[config.mk]
export PLATFORM = sky130hd
export DESIGN_NAME = cmp_arbiter
export DESIGN_NICKNAME = d
export VERILOG_FILES = /design/src/rtl/cmp_arb_pkg.sv /design/src/rtl/mag_cmp4.sv /design/src/rtl/cmp_arbiter.sv
export SDC_FILE = /design/constraint.sdc
export NUM_CORES = 1
export LEC_CHECK = 0
export CAP_MARGIN = 25
export CORE_ASPECT_RATIO = 0.8
export CORE_MARGIN = 1
export CORE_UTILIZATION = 43
export CTS_CLUSTER_SIZE = 30
export DETAILED_ROUTE_END_ITERATION = 8
export PLACE_DENSITY = 0.8
export SKIP_CTS_REPAIR_TIMING = 1
export SLEW_MARGIN = 20
export SYNTH_ARGS = -nofsm -noshare
export SYNTH_HDL_FRONTEND = slang
export SYNTH_SLANG_ARGS = --single-unit
[constraint.sdc]
create_clock -name clk -period 3.1 [get_ports clk]
set_clock_uncertainty 0.05 [all_clocks]
set_input_delay 0.62 -clock clk [delete_from_list [all_inputs] [get_ports clk]]
set_output_delay 0.62 -clock clk [all_outputs]
set_load 0.01 [all_outputs]
[src/rtl/cmp_arb_pkg.sv]
// Shared types and widths for the round-robin comparator arbiter.
// Holds the FSM state encoding and the datapath/counter widths.
// Imported by cmp_arbiter and mag_cmp4.
package cmp_arb_pkg;

    typedef enum logic [1:0] {
        IDLE = 2'd0,
        CMP  = 2'd1,
        RSP  = 2'd2
    } state_t;

    localparam int CW = 4;   // comparator operand width
    localparam int SW = 16;  // statistics counter width

endpackage

[src/rtl/mag_cmp4.sv]
// Unsigned 4-bit magnitude comparator producing one-hot gt/lt/eq.
// Latency: purely combinational.
// Backpressure: none; output follows inputs.
module mag_cmp4
    import cmp_arb_pkg::*;
(
    input  logic [CW-1:0] a,
    input  logic [CW-1:0] b,
    output logic          gt,
    output logic          lt,
    output logic          eq
);

    // exactly one flag is high for any operand pair
    always_comb begin
        gt = (a > b);
        lt = (a < b);
        eq = (a == b);
    end

endmodule

[src/rtl/cmp_arbiter.sv]
// Round-robin scheduler sharing one 4-bit comparator among NREQ requesters.
// Latency: grant in cycle N, registered result valid from cycle N+2; 3-cycle grant spacing.
// Backpressure: rsp_ready low holds the result in RSP; no grants until the handshake.
// Optional statistics counters (done_cnt, eq_cnt) are enabled by defining CMP_ARB_STATS_EN.
module cmp_arbiter
    import cmp_arb_pkg::*;
#(
    parameter int NREQ = 4,
    parameter int IDW  = 3
)(
    input  logic               clk,
    input  logic               rst,
    input  logic [NREQ-1:0]    req_valid,
    input  logic [CW*NREQ-1:0] req_a,
    input  logic [CW*NREQ-1:0] req_b,
    output logic [NREQ-1:0]    req_ready,
    output logic               rsp_valid,
    input  logic               rsp_ready,
    output logic [IDW-1:0]     rsp_id,
    output logic               rsp_gt,
    output logic               rsp_lt,
    output logic               rsp_eq
`ifdef CMP_ARB_STATS_EN
    ,
    output logic [SW-1:0]      done_cnt,
    output logic [SW-1:0]      eq_cnt
`endif
);

    // First valid lane at or after ptr, wrapping; MSB of the result flags "found".
    function automatic logic [IDW:0] rr_pick(input logic [NREQ-1:0] vld,
                                             input logic [IDW-1:0]  ptr);
        logic [IDW-1:0] hi;
        logic [IDW-1:0] lo;
        logic           hi_found;
        logic           lo_found;
        hi       = '0;
        lo       = '0;
        hi_found = 1'b0;
        lo_found = 1'b0;
        // descending scan so the lowest qualifying index is written last
        for (int i = NREQ - 1; i >= 0; i--) begin
            if (vld[i]) begin
                lo       = IDW'(i);
                lo_found = 1'b1;
                if (IDW'(i) >= ptr) begin
                    hi       = IDW'(i);
                    hi_found = 1'b1;
                end
            end
        end
        return hi_found ? {1'b1, hi} : {lo_found, lo};
    endfunction

    state_t          state_q, state_d;
    logic [IDW-1:0]  ptr_q, ptr_d;
    logic [CW-1:0]   a_q, a_d;
    logic [CW-1:0]   b_q, b_d;
    logic [IDW-1:0]  id_q, id_d;
    logic            rsp_valid_q, rsp_valid_d;
    logic [IDW-1:0]  rsp_id_q, rsp_id_d;
    logic            rsp_gt_q, rsp_gt_d;
    logic            rsp_lt_q, rsp_lt_d;
    logic            rsp_eq_q, rsp_eq_d;

    logic [IDW:0]    pick;
    logic [IDW-1:0]  win;
    logic            grant;
    logic [CW-1:0]   a_sel;
    logic [CW-1:0]   b_sel;
    logic            cmp_gt, cmp_lt, cmp_eq;

    mag_cmp4 u_cmp (
        .a  (a_q),
        .b  (b_q),
        .gt (cmp_gt),
        .lt (cmp_lt),
        .eq (cmp_eq)
    );

    // Grant decision and operand mux; req_ready is only ever high in IDLE
    always_comb begin
        pick      = rr_pick(req_valid, ptr_q);
        win       = pick[IDW-1:0];
        grant     = pick[IDW] && (state_q == IDLE) && !rst;
        req_ready = grant ? (NREQ'(1) << win) : '0;
        a_sel     = '0;
        b_sel     = '0;
        for (int i = 0; i < NREQ; i++) begin
            if (win == IDW'(i)) begin
                a_sel = req_a[i*CW +: CW];
                b_sel = req_b[i*CW +: CW];
            end
        end
    end

    // FSM next-state and registered response computation
    always_comb begin
        state_d     = state_q;
        ptr_d       = ptr_q;
        a_d         = a_q;
        b_d         = b_q;
        id_d        = id_q;
        rsp_valid_d = rsp_valid_q;
        rsp_id_d    = rsp_id_q;
        rsp_gt_d    = rsp_gt_q;
        rsp_lt_d    = rsp_lt_q;
        rsp_eq_d    = rsp_eq_q;
        case (state_q)
            IDLE: begin
                if (grant) begin
                    a_d     = a_sel;
                    b_d     = b_sel;
                    id_d    = win;
                    ptr_d   = (win == IDW'(NREQ - 1)) ? '0 : win + 1'b1;
                    state_d = CMP;
                end
            end
            CMP: begin
                rsp_gt_d    = cmp_gt;
                rsp_lt_d    = cmp_lt;
                rsp_eq_d    = cmp_eq;
                rsp_id_d    = id_q;
                rsp_valid_d = 1'b1;
                state_d     = RSP;
            end
            RSP: begin
                if (rsp_ready) begin
                    rsp_valid_d = 1'b0;
                    state_d     = IDLE;
                end
            end
            default: state_d = IDLE;
        endcase
    end

    // State registers with synchronous reset
    always_ff @(posedge clk) begin
        if (rst) begin
            state_q     <= IDLE;
            ptr_q       <= '0;
            a_q         <= '0;
            b_q         <= '0;
            id_q        <= '0;
            rsp_valid_q <= 1'b0;
            rsp_id_q    <= '0;
            rsp_gt_q    <= 1'b0;
            rsp_lt_q    <= 1'b0;
            rsp_eq_q    <= 1'b0;
        end else begin
            state_q     <= state_d;
            ptr_q       <= ptr_d;
            a_q         <= a_d;
            b_q         <= b_d;
            id_q        <= id_d;
            rsp_valid_q <= rsp_valid_d;
            rsp_id_q    <= rsp_id_d;
            rsp_gt_q    <= rsp_gt_d;
            rsp_lt_q    <= rsp_lt_d;
            rsp_eq_q    <= rsp_eq_d;
        end
    end

    assign rsp_valid = rsp_valid_q;
    assign rsp_id    = rsp_id_q;
    assign rsp_gt    = rsp_gt_q;
    assign rsp_lt    = rsp_lt_q;
    assign rsp_eq    = rsp_eq_q;

`ifdef CMP_ARB_STATS_EN
    logic [SW-1:0] done_cnt_q, done_cnt_d;
    logic [SW-1:0] eq_cnt_q, eq_cnt_d;
    logic          hs;

    // Saturating handshake counters
    always_comb begin
        hs         = rsp_valid_q && rsp_ready;
        done_cnt_d = done_cnt_q;
        eq_cnt_d   = eq_cnt_q;
        if (hs && (done_cnt_q != '1)) begin
            done_cnt_d = done_cnt_q + 1'b1;
        end
        if (hs && rsp_eq_q && (eq_cnt_q != '1)) begin
            eq_cnt_d = eq_cnt_q + 1'b1;
        end
    end

    // Counter registers
    always_ff @(posedge clk) begin
        if (rst) begin
            done_cnt_q <= '0;
            eq_cnt_q   <= '0;
        end else begin
            done_cnt_q <= done_cnt_d;
            eq_cnt_q   <= eq_cnt_d;
        end
    end

    assign done_cnt = done_cnt_q;
    assign eq_cnt   = eq_cnt_q;
`endif

endmodule

After elaboration in Yosys (flattened, before gate mapping)
Index checks and enable logic that the tools add are counted.
- word-level logic and storage cells: 75
- output and inout bits: 11
- input bits: 39
- register bits: 23
- mux-type cells: 40
- $lt $le $gt $ge: 6
- shifts and indexed selects: 1
- $add $sub $neg: 1
- equal/unequal tests: 8
- reductions and logical operators: 9
- operators with widths (kind ; count):
    two-way mux 4 bit ; 10
    two-way mux 3 bit ; 10
    two-way mux 1 bit ; 13
    two-way mux 2 bit ; 5
    equality test 3 x 2 -> 1 bit (second input constant) ; 2
    >= comparator 1 x 3 -> 1 bit (first input constant) ; 2
    >= comparator 2 x 3 -> 1 bit (first input constant) ; 2
    case mux 2 bit (3 select lines) ; 1
    AND reduction 2 bit ; 3
    equality test 4 bit ; 1
    greater-than comparator 4 bit ; 1
    < comparator 4 bit ; 1
    inequality test 2 bit (second input constant) ; 2
    left shift 1 x 3 -> 4 bit (first input constant) ; 1
    adder 3 x 1 -> 3 bit (second input constant) ; 1
    equality test 3 x 1 -> 1 bit (second input constant) ; 1
    logical NOT 3 bit ; 1
    equality test 2 x 1 -> 1 bit (second input constant) ; 1
    equality test 2 bit (second input constant) ; 1
    logical AND 1 bit ; 2
    logical NOT 2 bit ; 1
    case mux 1 bit (2 select lines) ; 1
    nonzero test 2 bit ; 1
    logical NOT 1 bit ; 1

Logic depth before layout (Yosys ltp)
Gate-level depths: netlist of run 1.
- depth after elaboration: 15
- mapped depth: 11
- depth with buffers taken out: 9

Hierarchy
Synthesis of run 1 repeated with hierarchy kept, for this count alone.
- cell total of the unflattened synthesis: 162
- area total of the unflattened synthesis: 1355.0 um2
- modules (own cells, without submodules) (module ; seq. area each (um2) ; times used ; area each (um2) ; cells an instance):
    cmp_arbiter ; 400.4 ; 1 ; 1226.2 ; 146
    mag_cmp4 ; 0.0 ; 1 ; 128.9 ; 16

Worst setup path before layout of run 1
No wires, ideal clock.
- path type: input -> output
- start point: input port req_valid[2]
- end point: output port req_ready[3]
- stages: 9
- setup slack: 0.152 ns
- data required time: 2.430 ns
- buffers on the path: 2
- data arrival time: 2.278 ns
- cell sequence: mux2i_1 > o22ai_1 > or2_2 > inv_1 > ha_1 > clkbuf_1 > dlygate4sd1_1 > inv_1 > nor2_1
- elaborated cells on any way between the ends: 21
- classes of those cells: 1 x shift; 18 x mux; 2 x reduce/logical
- RTL lines (element ; RTL line ; text):
    from (decl) ; cmp_arbiter.sv:13 ; input logic [NREQ-1:0] req_valid,
    two-way mux 3 bit / two-way mux 1 bit (equally long branches) ; cmp_arbiter.sv:43 ; if (vld[i]) begin
    two-way mux 3 bit / two-way mux 1 bit (equally long branches) ; cmp_arbiter.sv:46 ; if (IDW'(i) >= ptr) begin
    two-way mux 3 bit / two-way mux 1 bit (equally long branches) ; cmp_arbiter.sv:43 ;
    two-way mux 3 bit / two-way mux 1 bit (equally long branches) ; cmp_arbiter.sv:46 ;
    two-way mux 3 bit / two-way mux 1 bit (equally long branches) ; cmp_arbiter.sv:43 ;
    two-way mux 4 bit (*) ; cmp_arbiter.sv:52 ; return hi_found ? {1'b1, hi} : {lo_found, lo};
    named net pick[0] ; cmp_arbiter.sv:66 ; logic [IDW:0] pick;
    left shift 1 x 3 -> 4 bit (*) ; cmp_arbiter.sv:86 ; req_ready = grant ? (NREQ'(1) << win) : '0;
    two-way mux 4 bit (*) ; cmp_arbiter.sv:86 ;
    to (decl) ; cmp_arbiter.sv:16 ; output logic [NREQ-1:0] req_ready,
The timed path passes the listed nets; every way through them passes the cells marked *.

Final worst setup path of run 1
- start point: input port rst
- end point: output port req_ready[2]
- cells in the longest elaborated chain, start to end: 3
- RTL lines (element ; RTL line ; text):
    from (decl) ; cmp_arbiter.sv:12 ; input logic rst,
    logical NOT 1 bit ; cmp_arbiter.sv:85 ; grant = pick[IDW] && (state_q == IDLE) && !rst;
    logical AND 1 bit ; cmp_arbiter.sv:85 ;
    two-way mux 4 bit ; cmp_arbiter.sv:86 ;
Every way passes these cells.

==> flow_metrics.env, run 1 <==
export IMPL_p_int_uw=574
export IMPL_seqCellArea_um2=404
export IMPL_power_switching_uw=250
export IMPL_maxSlewViolCount=0
export IMPL_drt_initial_drc_count=54
export IMPL_share_seq_of_total_power=0.370
export IMPL_synthSimpleGateAreaFrac=0.155
export IMPL_reg2reg_from="ptr_q[1]"
export IMPL_cts_tree="yes"
export IMPL_syn_num_nets=207
export IMPL_clock_root_buffer="clkbuf_4"
export IMPL_cts_buffer_depth=2
export IMPL_total_power_uw=825
export IMPL_seq_area_frac_synth=0.325
export IMPL_clk_latency_ns=0.31
export IMPL_ys_warn_count=0
export IMPL_pwr_density_cell_mw_per_mm2=444
export IMPL_crit_path_end_kind="primary output"
export IMPL_crit_end="req_ready[2]"
export IMPL_clock_sinks=20
export IMPL_pwr_share_comb=0.371
export IMPL_multi_input_area_um2=694
export IMPL_drtAntennaViolNets=0
export IMPL_timing_rr_end="a_q[0]"
export IMPL_gp_congestion=0.793
export IMPL_period_minus_slack_ns=3.03
export IMPL_drtPass1Iterations=4
export IMPL_die_x_um=61.9
export IMPL_worstSetupStartpointType="primary input"
export IMPL_n_antenna_cell=0
export IMPL_synth_edff_count=0
export IMPL_fin_ws_ns=0.0675
export IMPL_clkTransAtPathRegs_ns=0.11
export IMPL_hold_path_class="reg -> reg"
export IMPL_clockPowerShare=0.259
export IMPL_fin_crit_sh=0.978
export IMPL_synth_compound_area_frac=0.311
export IMPL_postSynthCellCount=160
export IMPL_grt_pass1_wl_um=5490
export IMPL_setup_viol=0
export IMPL_rrSetupSlack_ns=0.91
export IMPL_ir_drop_mv=0.341
export IMPL_cts_buffers_inserted=3
export IMPL_core_area_mm2=0.00258
export IMPL_die_height_um=49.9
export IMPL_vias_per_cell=5.25
export IMPL_swShare=0.304
export IMPL_r2r_cells=9
export IMPL_crit_type="in -> out"
export IMPL_ys_types=33
export IMPL_area_growth_pct=50.7
export IMPL_grt_use_met3=0.0709
export IMPL_drive_above_1_share=0.112
export IMPL_grt_util_all_layers=0.240
export IMPL_grt_met2_usage=0.419
export IMPL_dp_hpwl_um=2730
export IMPL_synth_top_family_by_area="compound AO/OA/AOI/OAI gates"
export IMPL_ys_ff_latch=20
export IMPL_std_cell_rows=16
export IMPL_initial_core_util=0.477
export IMPL_post_place_ws_ns=-0.243
export IMPL_grt_pass1_vias=1271
export IMPL_crit_required_ns=2.43
export IMPL_hold_violations=0
export IMPL_critPathLaunch="rst"
export IMPL_drc=0
export IMPL_antenna_found_initial=0
export IMPL_port_buffers=48
export IMPL_drv_cap=0
export IMPL_final_cell_area_mm2=0.00186
export IMPL_fillers=211
export IMPL_grt_ovfl_total=0
export IMPL_drt_wl_total_um=3420
export IMPL_use_met1=0.289
export IMPL_num_io_pins=50
export IMPL_post_synth_fa_ha_maj_area_fraction=0.0812
export IMPL_arrival_ns=2.36
export IMPL_synth_mux_area_frac=0.00812
export IMPL_wl_per_cell_um=13.7
export IMPL_postSynthAreaPerCell_um2=7.70
export IMPL_grt_busiest_layer="met2"
export IMPL_h_tree_depth=1
export IMPL_rsz0062_at_grt="false"
export IMPL_max_clock_freq_ghz=0.330
export IMPL_syn_area_mm2=0.00123
export IMPL_layout_nets=262
export IMPL_grt_max_degree=18
export IMPL_leakagePower_uw=0.000830
export IMPL_setup_tns_ns=0
export IMPL_dieArea_mm2=0.00309
export IMPL_async_flop_share=0
export IMPL_synth_xor_area_frac=0
export IMPL_vias=1313
export IMPL_place_area_mm2=0.00178
export IMPL_ys_flop_type="dfxtp_1"
export IMPL_status="finished, final reports clean"
export IMPL_crit_fanout=4
-- worst max-delay path, cell delays in order --
cell,delay [ns]
clkdlybuf4s50_1,0.41
or4_1,0.55
inv_2,0.10
and2_1,0.13
clkdlybuf4s50_1,0.55
-- worst min path at each step --
stage / from / end / slack, ns / depth (start not counted)
after floorplan: id_q[0] / rsp_id[0] / 0.38 / 2
after global placement: rsp_id[0] / rsp_id[0] / 0.39 / 2
after detailed placement: id_q[1] / rsp_id[1] / 0.40 / 2
after CTS: id_q[1] / rsp_id[1] / 0.42 / 2
after global routing: id_q[1] / rsp_id[1] / 0.44 / 2
final: id_q[1] / rsp_id[1] / 0.41 / 2
-- metal layers --
metal / share of wire / wire length [um]
met5: 0 / 0
met4: 0.0079 / 27
met3: 0.052 / 177
met2: 0.50 / 1720
met1: 0.44 / 1490
-- logic make-up (layout without fill, tap and decap cells) --
kind of cell,after synthesis,in the layout
compound gates,61,61
simple gates,40,40
other cells,1,1
flops,20,20
mux,1,1
buf+inv,29,83
fa+ha+maj,8,8
-- layout make-up --
cell class | count | share of cell area
sequential | 20 | 0.218
clock buffer | 3 | 0.0121
clock inverter | 1 | 0.0162
timing repair buffer | 61 | 0.319
inverter | 18 | 0.0364
tap | 36 | 0.0243
multi-input combinational | 111 | 0.374
-- state kept, by name, summed over array words and instances, names as in the netlist --
name / flops
a_q: 4
b_q: 4
id_q: 2
ptr_q: 2
rsp_eq: 1
rsp_gt: 1
rsp_id: 2
rsp_lt: 1
rsp_valid: 1
state_q: 2
-- placed cells by master, fill, tap and decap left out, drive strengths merged, types with 6 or more instances in the layout --
master         count
dfxtp             20
dlymetal6s2s       6
ha                 8
nand2             17
a221oi             8
nor2               7
inv               18
a21oi             26
clkdlybuf4s50     42
o21ai             15
buf               13
-- stage by stage --
| stage | hold slack, ns | util | instances |
|---|---|---|---|
| CTS | 0.418 | 0.709 | 250 |
| detailed placement | 0.401 | 0.689 | 246 |
| global route | 0.438 | 0.719 | 250 |
| global placement | 0.394 | 0.689 | 246 |
| finish | 0.414 | 0.719 | 250 |
| floorplan | 0.382 | - | 160 |
-- synth_stat cells, drive strengths merged, types with 2 or more instances --
master | n | area share
a211oi | 5 | 0.030
a21oi | 26 | 0.11
a221oi | 8 | 0.057
and2 | 3 | 0.015
buf | 5 | 0.040
clkbuf | 5 | 0.015
dfxtp | 20 | 0.32
ha | 8 | 0.081
inv | 18 | 0.055
nand2 | 17 | 0.052
nand2b | 2 | 0.010
nand3 | 3 | 0.012
nor2 | 7 | 0.021
nor2b | 2 | 0.010
o211ai | 2 | 0.023
o21ai | 15 | 0.061
o22ai | 2 | 0.010
-- power groups by stage --
stage	Combinational [uW]	Clock [uW]	Sequential [uW]
finish	306	213	305
global route	339	229	309
CTS	304	216	304
detailed placement	303	0	310
global placement	289	0	309
floorplan	172	0	309
Note: power is estimated with default switching activity, not from simulation.
==> run 2, diff against run 1 <==
Settings changed: PLACE_DENSITY 0.8 to 0.77.
==> run 2 against run 1 <==
Against the previous run:
- critical path depth is 2 higher
- fmax is 2.1% higher
- first-iteration DRC count is 26% lower
- global-route usage is 0.053 points higher
- combinational power is 1% lower
- setup slack better by 0.061 ns
- utilization is 1.4 points lower
- non-clock buffer count is 1 lower
- final cell count is 0.80% lower
- register-to-register slack worse by 0.31 ns
- count of clock-buffer cells in the layout stayed put
- design area is 1.9% lower
- critical endpoint unchanged
==> flow_metrics.env, run 2 (synthesized netlist as in run 1, its figures left out) <==
export IMPL_wl_per_cell_um=13.3
export IMPL_pwr_density_cell_mw_per_mm2=398
export IMPL_max_clock_freq_ghz=0.337
export IMPL_grt_util_all_layers=0.240
export IMPL_drt_initial_drc_count=40
export IMPL_grt_pass1_wl_um=5510
export IMPL_clk_latency_ns=0.30
export IMPL_initial_core_util=0.477
export IMPL_clock_sinks=20
export IMPL_leakagePower_uw=0.000829
export IMPL_maxSlewViolCount=0
export IMPL_crit_required_ns=2.43
export IMPL_n_antenna_cell=0
export IMPL_num_io_pins=50
export IMPL_multi_input_area_um2=701
export IMPL_top_layer="met4"
export IMPL_cts_tree="yes"
export IMPL_largestRegisters="a_q x4, b_q x4"
export IMPL_final_common_cell="clkdlybuf4s50_1"
export IMPL_crit_path_end_kind="primary output"
export IMPL_dieArea_mm2=0.00309
export IMPL_drtAntennaViolNets=0
export IMPL_hold_path_class="reg -> reg"
export IMPL_grt_ovfl_total=0
export IMPL_die_x_um=61.9
export IMPL_setup_viol=0
export IMPL_post_place_ws_ns=-0.315
export IMPL_arrival_ns=2.30
export IMPL_h_tree_depth=1
export IMPL_crit_type="in -> out"
export IMPL_drt_wl_total_um=3290
export IMPL_hold_depth=2
export IMPL_layout_nets=261
export IMPL_status="finished, final reports clean"
export IMPL_drt_met1_wl_um=1460
export IMPL_antenna_found_initial=0
export IMPL_clkTransAtPathRegs_ns=0.10
export IMPL_period_minus_slack_ns=2.97
export IMPL_cts_buffer_depth=2
export IMPL_r2r_cells=10
export IMPL_cts_buffers_inserted=3
export IMPL_final_cell_mix="clkdlybuf4s50_1 (42), a21oi_1 (25), dfxtp_1 (20), nand2_1 (17), inv_1 (17)"
export IMPL_fin_crit_sh=0.958
export IMPL_worstSetupStartpointType="primary input"
export IMPL_grt_max_degree=17
export IMPL_clock_root_buffer="clkbuf_4"
export IMPL_area_growth_pct=47.8
export IMPL_port_buffers=48
export IMPL_std_cell_rows=16
export IMPL_vias_per_cell=5.21
export IMPL_setup_tns_ns=0
export IMPL_fillers=216
export IMPL_grt_pass1_vias=1281
export IMPL_vias=1291
export IMPL_core_area_mm2=0.00258
export IMPL_seqCellArea_um2=400
export IMPL_gp_congestion=0.826
export IMPL_dr_wl_met3_um=133
export IMPL_hold_violations=0
export IMPL_fin_ws_ns=0.129
export IMPL_drc=0
export IMPL_die_height_um=49.9
export IMPL_drive_above_1_share=0.104
export IMPL_drv_cap=0
export IMPL_rsz0062_at_grt="false"
export IMPL_wl_met2_um=1660
export IMPL_dp_hpwl_um=2670
export IMPL_drtPass1Iterations=5
export IMPL_ir_drop_mv=0.206
export IMPL_crit_fanout=4
[run 2: cell count changes in the layout (fill, tap and decap cells not counted), sizes merged]
| cell | previous run | this run |
|---|---|---|
| buf | 13 | 12 |
| bufinv | 1 | 0 |
[run 2: metal layers]
layer,global-route usage,vias to the layer above
li1,-,662
met1,0.285,595
met2,0.412,27
met3,0.0735,7
met4,0.0593,0
met5,0,-
[run 2: per-stage QoR]
step                total power, uW  hold WS [ns]   util  area (um^2)  cells
floorplan                       481         0.382      -         1230    160
global placement                595         0.394  0.686         1770    245
detailed placement              610         0.399  0.686         1770    245
CTS                             730         0.414  0.695         1790    248
global route                    781         0.447  0.705         1820    248
finish                          726         0.413  0.705         1820    248
[run 2: path summary, 6_finish.rpt]
path / from / end / slack, ns
worst max register to register: ptr_q[1] / a_q[0] / 0.60
worst min register to register: rsp_id[1] / rsp_id[1] / 0.41
worst max-delay path: req_valid[3] / req_ready[2] / 0.13
worst min-delay path: rsp_id[1] / rsp_id[1] / 0.41
[run 2: final cells by class]
class,count,area share
multi-input cells,111,0.385
inverters,18,0.0371
repair buffers,60,0.321
well taps,36,0.0247
clock buffers,3,0.0124
flip-flops and latches,20,0.220
[run 2: power by group]
group	leakage, uW	total, uW	internal (uW)	switching, uW
logic	0.000650	302	156	147
registers	0.000165	304	287	17.6
clock network	0.0000138	119	45.4	73.5
[run 2: critical path, cell delays in order]
cell and delay [ns]:
clkdlybuf4s50_1 0.58, o22ai_2 0.15, or2_2 0.32, buf_4 0.15, ha_1 0.18, and2_1 0.14
dlymetal6s2s_1 0.17
